$ cat src/rtl/ctrl_pkg.sv
// ctrl_pkg
//   Shared definitions for the control sequencer: FSM state encoding, opcode
//   class constants, ALU function codes, ALU operand-select codes, branch
//   condition codes, flag bit indices and the decoded control bundle.
//   No ports; imported by opcode_decoder and control_sequencer_unit.
package ctrl_pkg;

  // FSM states. HALT is absorbing until reset.
  typedef enum logic [2:0] {
    ST_FETCH  = 3'd0,
    ST_DECODE = 3'd1,
    ST_EXEC   = 3'd2,
    ST_MEM    = 3'd3,
    ST_WB     = 3'd4,
    ST_HALT   = 3'd5
  } state_e;

  // Opcode classes: 3-bit prefixes (opcode[5:3]) and full 6-bit opcodes.
  localparam logic [2:0] OPC_RTYPE  = 3'b000;
  localparam logic [2:0] OPC_IMM    = 3'b001;
  localparam logic [2:0] OPC_BRANCH = 3'b011;
  localparam logic [5:0] OP_LOAD    = 6'b010000;
  localparam logic [5:0] OP_STORE   = 6'b010001;
  localparam logic [5:0] OP_JAL     = 6'b100000;
  localparam logic [5:0] OP_HALT    = 6'b111111;

  // ALU function codes.
  localparam logic [2:0] ALU_ADD = 3'b000;
  localparam logic [2:0] ALU_SUB = 3'b001;
  localparam logic [2:0] ALU_AND = 3'b010;
  localparam logic [2:0] ALU_OR  = 3'b011;
  localparam logic [2:0] ALU_XOR = 3'b100;
  localparam logic [2:0] ALU_SLT = 3'b101;
  localparam logic [2:0] ALU_SLL = 3'b110;
  localparam logic [2:0] ALU_SRL = 3'b111;

  // ALU operand-select codes.
  localparam logic [1:0] SEL_RS_RT   = 2'b00;
  localparam logic [1:0] SEL_RS_IMM  = 2'b01;
  localparam logic [1:0] SEL_PC_IMM  = 2'b10;
  localparam logic [1:0] SEL_RS_ZERO = 2'b11;

  // Branch condition codes (opcode[2:0] of a branch).
  localparam logic [2:0] BR_ZERO  = 3'b000;
  localparam logic [2:0] BR_NZERO = 3'b001;
  localparam logic [2:0] BR_SIGN  = 3'b010;
  localparam logic [2:0] BR_CARRY = 3'b011;

  // Bit positions inside the flags bus.
  localparam int FLAG_ZERO  = 0;
  localparam int FLAG_SIGN  = 1;
  localparam int FLAG_CARRY = 2;

  // Decoded control bundle for one instruction.
  typedef struct packed {
    logic [2:0] alu_op;
    logic [1:0] alu_in_sel;
    logic       reg_select;
    logic       reg_write;
    logic       mem_to_reg;
    logic       data_pc_sel;
    logic [2:0] br_cond;
    logic       is_load;
    logic       is_store;
    logic       is_branch;
    logic       is_jump;
    logic       is_halt;
    logic       illegal;
  } ctrl_t;

  // Branch resolution; unlisted condition codes are never taken.
  function automatic logic branch_taken(input logic [2:0] cc, input logic [2:0] f);
    logic t;
    t = 1'b0;
    case (cc)
      BR_ZERO:  t = f[FLAG_ZERO];
      BR_NZERO: t = ~f[FLAG_ZERO];
      BR_SIGN:  t = f[FLAG_SIGN];
      BR_CARRY: t = f[FLAG_CARRY];
      default:  t = 1'b0;
    endcase
    return t;
  endfunction

endpackage

$ cat src/rtl/opcode_decoder.sv
// opcode_decoder
//   Purely combinational opcode -> control bundle translation.
//   Ports:
//     opcode_i  in   6       instruction opcode
//     ctrl_o    out  ctrl_t  ALU function/select, register-file controls and
//                            class flags (load/store/branch/jump/halt/illegal)
module opcode_decoder
  import ctrl_pkg::*;
(
  input  logic [5:0] opcode_i,
  output ctrl_t      ctrl_o
);

  always_comb begin
    ctrl_o         = '0;
    ctrl_o.br_cond = opcode_i[2:0];
    if (opcode_i[5:3] == OPC_RTYPE) begin
      ctrl_o.alu_op     = opcode_i[2:0];
      ctrl_o.alu_in_sel = SEL_RS_RT;
      ctrl_o.reg_select = 1'b1;
      ctrl_o.reg_write  = 1'b1;
    end else if (opcode_i[5:3] == OPC_IMM) begin
      ctrl_o.alu_op     = opcode_i[2:0];
      ctrl_o.alu_in_sel = SEL_RS_IMM;
      ctrl_o.reg_write  = 1'b1;
    end else if (opcode_i == OP_LOAD) begin
      ctrl_o.alu_op     = ALU_ADD;
      ctrl_o.alu_in_sel = SEL_RS_IMM;
      ctrl_o.is_load    = 1'b1;
      ctrl_o.reg_write  = 1'b1;
      ctrl_o.mem_to_reg = 1'b1;
    end else if (opcode_i == OP_STORE) begin
      ctrl_o.alu_op     = ALU_ADD;
      ctrl_o.alu_in_sel = SEL_RS_IMM;
      ctrl_o.is_store   = 1'b1;
    end else if (opcode_i[5:3] == OPC_BRANCH) begin
      ctrl_o.alu_op     = ALU_ADD;
      ctrl_o.alu_in_sel = SEL_PC_IMM;
      ctrl_o.is_branch  = 1'b1;
    end else if (opcode_i == OP_JAL) begin
      ctrl_o.alu_op      = ALU_ADD;
      ctrl_o.alu_in_sel  = SEL_PC_IMM;
      ctrl_o.is_jump     = 1'b1;
      ctrl_o.reg_write   = 1'b1;
      ctrl_o.data_pc_sel = 1'b1;
    end else if (opcode_i == OP_HALT) begin
      ctrl_o.is_halt = 1'b1;
    end else begin
      // Undefined opcode: no datapath activity, still retires as a NOP.
      ctrl_o.illegal = 1'b1;
    end
  end

endmodule

$ cat src/rtl/control_sequencer_unit.sv
// control_sequencer_unit
//   Multi-cycle control FSM: FETCH -> DECODE -> EXEC -> [MEM x MEM_LAT] -> WB.
//   Drives registered control strobes for the datapath, computes the next PC,
//   counts retired instructions and records illegal opcodes.
//   Ports:
//     clk, reset (sync, active-low)
//     opcode, flags, PCin, ALUresult, haltext      inputs from datapath / PC
//     RegWrite, MemRead, MemWrite, MemtoReg,
//     DataPCSel, RegSelect, ALUop, ALUinSel         registered control strobes
//     next_address, pc_write                       PC update (pc_write in WB)
//     halt, illegal_op, retired                    status
//     dbg_state_o                                  current FSM state (debug)
//   Every output is a register, so a strobe is stable for the whole state it
//   belongs to; the registers are loaded from the state being entered.
module control_sequencer_unit
  import ctrl_pkg::*;
#(
  parameter int          ADDR_W  = 32,
  parameter int unsigned MEM_LAT = 1    // 1..15
) (
  input  logic              clk,
  input  logic              reset,
  input  logic [5:0]        opcode,
  input  logic [2:0]        flags,
  input  logic [ADDR_W-1:0] PCin,
  input  logic [ADDR_W-1:0] ALUresult,
  input  logic              haltext,
  output logic              RegWrite,
  output logic              MemRead,
  output logic              MemWrite,
  output logic              MemtoReg,
  output logic              DataPCSel,
  output logic              RegSelect,
  output logic [2:0]        ALUop,
  output logic [1:0]        ALUinSel,
  output logic [ADDR_W-1:0] next_address,
  output logic              pc_write,
  output logic              halt,
  output logic              illegal_op,
  output logic [ADDR_W-1:0] retired,
  output logic [2:0]        dbg_state_o
);

  state_e            state_q, state_d;
  ctrl_t             ctrl_q, ctrl_d, dec_ctrl;
  logic [3:0]        mem_cnt_q, mem_cnt_d;
  logic [ADDR_W-1:0] next_addr_q, next_addr_d;
  logic [ADDR_W-1:0] retired_q, retired_d;
  logic              illegal_q, illegal_d;
  logic [2:0]        alu_op_q, alu_op_d;
  logic [1:0]        alu_in_sel_q, alu_in_sel_d;
  logic              reg_select_q, reg_select_d;
  logic              reg_write_q, reg_write_d;
  logic              mem_read_q, mem_read_d;
  logic              mem_write_q, mem_write_d;
  logic              mem_to_reg_q, mem_to_reg_d;
  logic              data_pc_sel_q, data_pc_sel_d;
  logic              pc_write_q, pc_write_d;
  logic              halt_q, halt_d;
  logic              take_target;

  opcode_decoder u_dec (
    .opcode_i (opcode),
    .ctrl_o   (dec_ctrl)
  );

  always_comb begin
    state_d       = state_q;
    ctrl_d        = ctrl_q;
    mem_cnt_d     = mem_cnt_q;
    next_addr_d   = next_addr_q;
    retired_d     = retired_q;
    illegal_d     = illegal_q;
    alu_op_d      = '0;
    alu_in_sel_d  = '0;
    reg_select_d  = 1'b0;
    reg_write_d   = 1'b0;
    mem_read_d    = 1'b0;
    mem_write_d   = 1'b0;
    mem_to_reg_d  = 1'b0;
    data_pc_sel_d = 1'b0;
    pc_write_d    = 1'b0;
    halt_d        = 1'b0;
    take_target   = 1'b0;

    // Next-state logic.
    case (state_q)
      ST_FETCH: begin
        if (!haltext) state_d = ST_DECODE;
      end
      ST_DECODE: begin
        // Latch the decode once; the rest of the instruction runs from it.
        ctrl_d    = dec_ctrl;
        illegal_d = illegal_q | dec_ctrl.illegal;
        state_d   = ST_EXEC;
      end
      ST_EXEC: begin
        // Flags, PCin and ALUresult matter only on this edge.
        take_target = ctrl_q.is_jump |
                      (ctrl_q.is_branch & branch_taken(ctrl_q.br_cond, flags));
        next_addr_d = take_target ? ALUresult : (PCin + ADDR_W'(1));
        if (ctrl_q.is_halt) begin
          state_d = ST_HALT;
        end else if (ctrl_q.is_load | ctrl_q.is_store) begin
          state_d   = ST_MEM;
          mem_cnt_d = 4'(MEM_LAT - 1);
        end else begin
          state_d = ST_WB;
        end
      end
      ST_MEM: begin
        // mem_cnt_q counts the MEM cycles still to go after this one.
        if (mem_cnt_q == 4'd0) state_d = ST_WB;
        else                   mem_cnt_d = mem_cnt_q - 4'd1;
      end
      ST_WB:   state_d = ST_FETCH;
      ST_HALT: state_d = ST_HALT;
      default: state_d = ST_FETCH;
    endcase

    // Output registers are loaded for the state being entered.
    case (state_d)
      ST_EXEC: begin
        alu_op_d     = ctrl_d.alu_op;
        alu_in_sel_d = ctrl_d.alu_in_sel;
        reg_select_d = ctrl_d.reg_select;
      end
      ST_MEM: begin
        alu_op_d     = ctrl_d.alu_op;
        alu_in_sel_d = ctrl_d.alu_in_sel;
        reg_select_d = ctrl_d.reg_select;
        mem_read_d   = ctrl_d.is_load;
        mem_write_d  = ctrl_d.is_store;
      end
      ST_WB: begin
        alu_op_d      = ctrl_d.alu_op;
        alu_in_sel_d  = ctrl_d.alu_in_sel;
        reg_select_d  = ctrl_d.reg_select;
        reg_write_d   = ctrl_d.reg_write;
        mem_to_reg_d  = ctrl_d.mem_to_reg;
        data_pc_sel_d = ctrl_d.data_pc_sel;
        pc_write_d    = 1'b1;
        // Count on entry so the new value is visible alongside pc_write.
        retired_d     = retired_q + ADDR_W'(1);
      end
      ST_HALT: halt_d = 1'b1;
      default: ;
    endcase
  end

  always_ff @(posedge clk) begin
    if (!reset) begin
      state_q       <= ST_FETCH;
      ctrl_q        <= '0;
      mem_cnt_q     <= '0;
      next_addr_q   <= '0;
      retired_q     <= '0;
      illegal_q     <= 1'b0;
      alu_op_q      <= '0;
      alu_in_sel_q  <= '0;
      reg_select_q  <= 1'b0;
      reg_write_q   <= 1'b0;
      mem_read_q    <= 1'b0;
      mem_write_q   <= 1'b0;
      mem_to_reg_q  <= 1'b0;
      data_pc_sel_q <= 1'b0;
      pc_write_q    <= 1'b0;
      halt_q        <= 1'b0;
    end else begin
      state_q       <= state_d;
      ctrl_q        <= ctrl_d;
      mem_cnt_q     <= mem_cnt_d;
      next_addr_q   <= next_addr_d;
      retired_q     <= retired_d;
      illegal_q     <= illegal_d;
      alu_op_q      <= alu_op_d;
      alu_in_sel_q  <= alu_in_sel_d;
      reg_select_q  <= reg_select_d;
      reg_write_q   <= reg_write_d;
      mem_read_q    <= mem_read_d;
      mem_write_q   <= mem_write_d;
      mem_to_reg_q  <= mem_to_reg_d;
      data_pc_sel_q <= data_pc_sel_d;
      pc_write_q    <= pc_write_d;
      halt_q        <= halt_d;
    end
  end

  assign RegWrite     = reg_write_q;
  assign MemRead      = mem_read_q;
  assign MemWrite     = mem_write_q;
  assign MemtoReg     = mem_to_reg_q;
  assign DataPCSel    = data_pc_sel_q;
  assign RegSelect    = reg_select_q;
  assign ALUop        = alu_op_q;
  assign ALUinSel     = alu_in_sel_q;
  assign next_address = next_addr_q;
  assign pc_write     = pc_write_q;
  assign halt         = halt_q;
  assign illegal_op   = illegal_q;
  assign retired      = retired_q;
  assign dbg_state_o  = state_q;

endmodule
$ cat config.mk
export PLATFORM = sky130hd
export DESIGN_NAME = control_sequencer_unit
export DESIGN_NICKNAME = d
export VERILOG_FILES = /design/src/rtl/ctrl_pkg.sv /design/src/rtl/opcode_decoder.sv /design/src/rtl/control_sequencer_unit.sv
export SDC_FILE = /design/constraint.sdc
export NUM_CORES = 1
export LEC_CHECK = 0
export ABC_CLOCK_PERIOD_IN_PS = 2200
export BUFFER_PORTS_ARGS = -buffer_cell sky130_fd_sc_hd__clkbuf_2
export CAP_MARGIN = 20
export CORE_MARGIN = 3
export CORE_UTILIZATION = 38
export DETAILED_ROUTE_END_ITERATION = 10
export MAX_ROUTING_LAYER = met4
export PLACE_DENSITY_LB_ADDON = 0.25
export SLEW_MARGIN = 30
export SYNTH_ARGS = -nofsm -noshare
export SYNTH_HDL_FRONTEND = slang
export SYNTH_SLANG_ARGS = --single-unit
$ cat constraint.sdc
create_clock -name clk -period 2.2 [get_ports clk]
set_input_delay 0.22 -clock clk [delete_from_list [all_inputs] [get_ports clk]]
set_output_delay 0.22 -clock clk [all_outputs]
set_load 0.05 [all_outputs]
==> reports/metrics.yaml <==
sta:
  max_freq_mhz: 484
  hold_viol_final: 0
  slew_headroom: 0.496
  drv_slew: 0
  timing.final.crit_share: 0.940
  worst_slew_pin_slew_ps: 755
  layout_setup_ws_ps: 133
  period_minus_slack_ps: 2070
  setup_viol: 0
  tns_ps: 0
  rsz0062_at_grt: "no"
  skew_ps: 8.45
cts:
  cts-hold-fix-buffers: 0
  cts_tree: "done"
  cts-root-buf: "clkbuf_16"
  insertion_delay_ps: 350
  htreeDepth: 3
  cts_sinks: 102
  clkTransAtPathRegs_ps: 70
  cts_buffers: 9
  clockBufferDepth: 2
logic_synthesis:
  seq_area_frac_synth: 0.406
  ys_ff_latch: 102
  async_flop_share: 0
  avgSynthCellArea_um2: 8.33
  yosys.area.top_type_share: 0.406
  synthTopCellsByArea: "dfxtp_1 (41%), nand2_1 (5.7%), xnor2_1 (4.9%), o21ai_0 (3.8%), a21oi_1 (3.7%)"
  netlist_area_um2: 5030
  ys_warn_count: 0
  synth_edf_count: 0
  yosys.cell_count.top_type: "dfxtp_1"
  synth_ff_type: "dfxtp_1"
  postSynthCellCount: 604
  synth_common_cells: "dfxtp_1 (102), nand2_1 (76), nor2_1 (40), o21ai_0 (38)"
  synth.largest_area_cell: "dfxtp_1"
  synthDistinctLibCells: 66
  synth_nets: 684
setup_path:
  path_class: "reg -> reg"
  cp.required_ps: 2470
  setup.worst_path.start: "mem_cnt_q[0]$_SDFFE_PN0P_"
  end_kind: "flop"
  r2r-end: "retired[26]$_SDFFE_PN0N_"
  reg2reg_setup_slack_ps: 130
  crit_arrival_ps: 2340
  cp_max_fo: 11
  reg2reg_from: "mem_cnt_q[0]$_SDFFE_PN0P_"
  rr_worst_depth: 7
  startpoint_type: "flop"
floorplan:
  die_area_um2: 14700
  core.rowCount: 41
  io_pins: 157
  core-area_um2: 12800
  die_y_um: 121
  fp.dieW_um: 121
  start_util: 0.394
global_routing:
  grt_pass1_wl_um: 24600
  grt_overflow_total: 0
  globalRouteMet1Util: 0.272
  grt_pass1_vias: 5075
  antenna_found_initial: 0
  track_usage: 0.212
  grt_start_max_net_pins: 31
  grtUsageMet3: 0.0359
  gr-max-usage-layer: "met2"
  met2_usage: 0.341
power:
  ir_worst_vdd_v: 0.000325
  p_leak_uw: 0.00264
  p_per_area_nw_per_um2: 602
worst_hold_path:
  min-delay-start: "ALUresult[28]"
  hold_depth: 2
  hold_class: "in -> reg"
  min_to: "next_address[28]$_SDFFE_PN0N_"
drt:
  drtIter0Drc: 284
  postRouteAntennaNets: 0
  wire_per_inst_um: 15.8
  drt-total-wl_um: 14900
  avgViaCountPerCell: 5.37
  drc_errors: 0
  firstDrtPassIters: 4
  vias: 5093
finish:
  utilization: 0.500
  fin_area_um2: 6380
  drive_gt1_frac: 0.276
  areaGrowthSynthToFinish_pct: 26.8
  fillers: 1247
  layout.nets: 851
  n_antenna_cell: 0
job:
  drv_cap: 0
placed_design:
  place_ws_ps: 73.4
  numPortBuffers: 156
  finalWeightedCongestion: 0.899
  dp_hpwl_um: 11500
  placed_area_um2: 6100
status:
  status: "finished, final reports clean"
==> critical path, stage by stage (launching register included) <==
cell,delay (ps)
dfxtp_1,320
inv_1,100
ha_1,160
or3b_1,390
a21boi_2,220
nand3_4,150
or4_1,490
a21oi_1,170
==> stage by stage <==
step	cells	power [uW]	hold WS, ps
6_report	948	3840	99.5
5_1_grt	948	3990	101
3_3_place_gp	931	2410	441
3_5_place_dp	931	2420	447
2_1_floorplan	604	2220	356
4_1_cts	947	3890	86.9
==> layout by cell type (no fill, tap or decap), types with 8 or more instances in the layout <==
cell type and instances:
inv_1 8, nor3_1 11, o21ai_0 38, nand2_1 76, nand4_1 20, nor2_1 40
nand3_1 37, nor4_1 13, xor2_1 16, buf_4 28, a21oi_1 37, clkbuf_2 156
and4_1 10, or3_1 16, a221o_1 10, and3_1 16, xnor2_1 28, dfxtp_1 102
clkbuf_16 9
==> logic make-up after synthesis <==
family / share of synthesized area
AND/OR/NAND/NOR: 0.303
buffers and inverters: 0.0333
adder cells (fa/ha/maj): 0.00994
multiplexers: 0.0119
AO/OA/AOI/OAI: 0.159
flip-flops: 0.406
XOR/XNOR: 0.0766
==> state kept, by name, summed over array words and instances, names as in the netlist <==
signal,flops
ALUinSel,2
ALUop,3
DataPCSel,1
MemRead,1
MemWrite,1
MemtoReg,1
RegSelect,1
RegWrite,1
ctrl_q,17
dbg_state_o,3
halt,1
illegal_op,1
mem_cnt_q,4
next_address,32
pc_write,1
retired,32
==> routing by layer <==
layer | routed length [um] | share of wire
met4 | 250 | 0.017
met3 | 973 | 0.065
met1 | 6640 | 0.44
met2 | 7080 | 0.47
met5 | 0 | 0
==> final cells by class <==
class,instances,area [um2],share of cell area
Clock buffer,10,229,0.0359
Clock inverter,6,38.8,0.00608
Inverter,9,33.8,0.00529
Multi-Input combinational cell,465,2830,0.444
Sequential cell,102,2040,0.320
Tap cell,172,215,0.0337
Timing Repair Buffer,184,991,0.155
==> power breakdown <==
part	internal (uW)	switching (uW)
combinational	157	311
clock	764	706
sequential	1880	24.1
total	2800	1040
==> timing repair <==
action | CTS | global route
hold endpoints to repair | 0 | 0
endpoints found under the setup margin | 0 | 7
buffers inserted | 0 | 1
gates resized for setup | 0 | 1
==> worst max-delay path by stage <==
stage,end,cells past startpoint
2_1_floorplan,retired[28]$_SDFFE_PN0N_,5
3_5_place_dp,retired[18]$_SDFFE_PN0N_,7
4_1_cts,retired[18]$_SDFFE_PN0N_,7
3_3_place_gp,retired[18]$_SDFFE_PN0N_,7
6_report,retired[26]$_SDFFE_PN0N_,7
5_1_grt,retired[26]$_SDFFE_PN0N_,7
No activity file was read; power rests on OpenSTA's default activity.
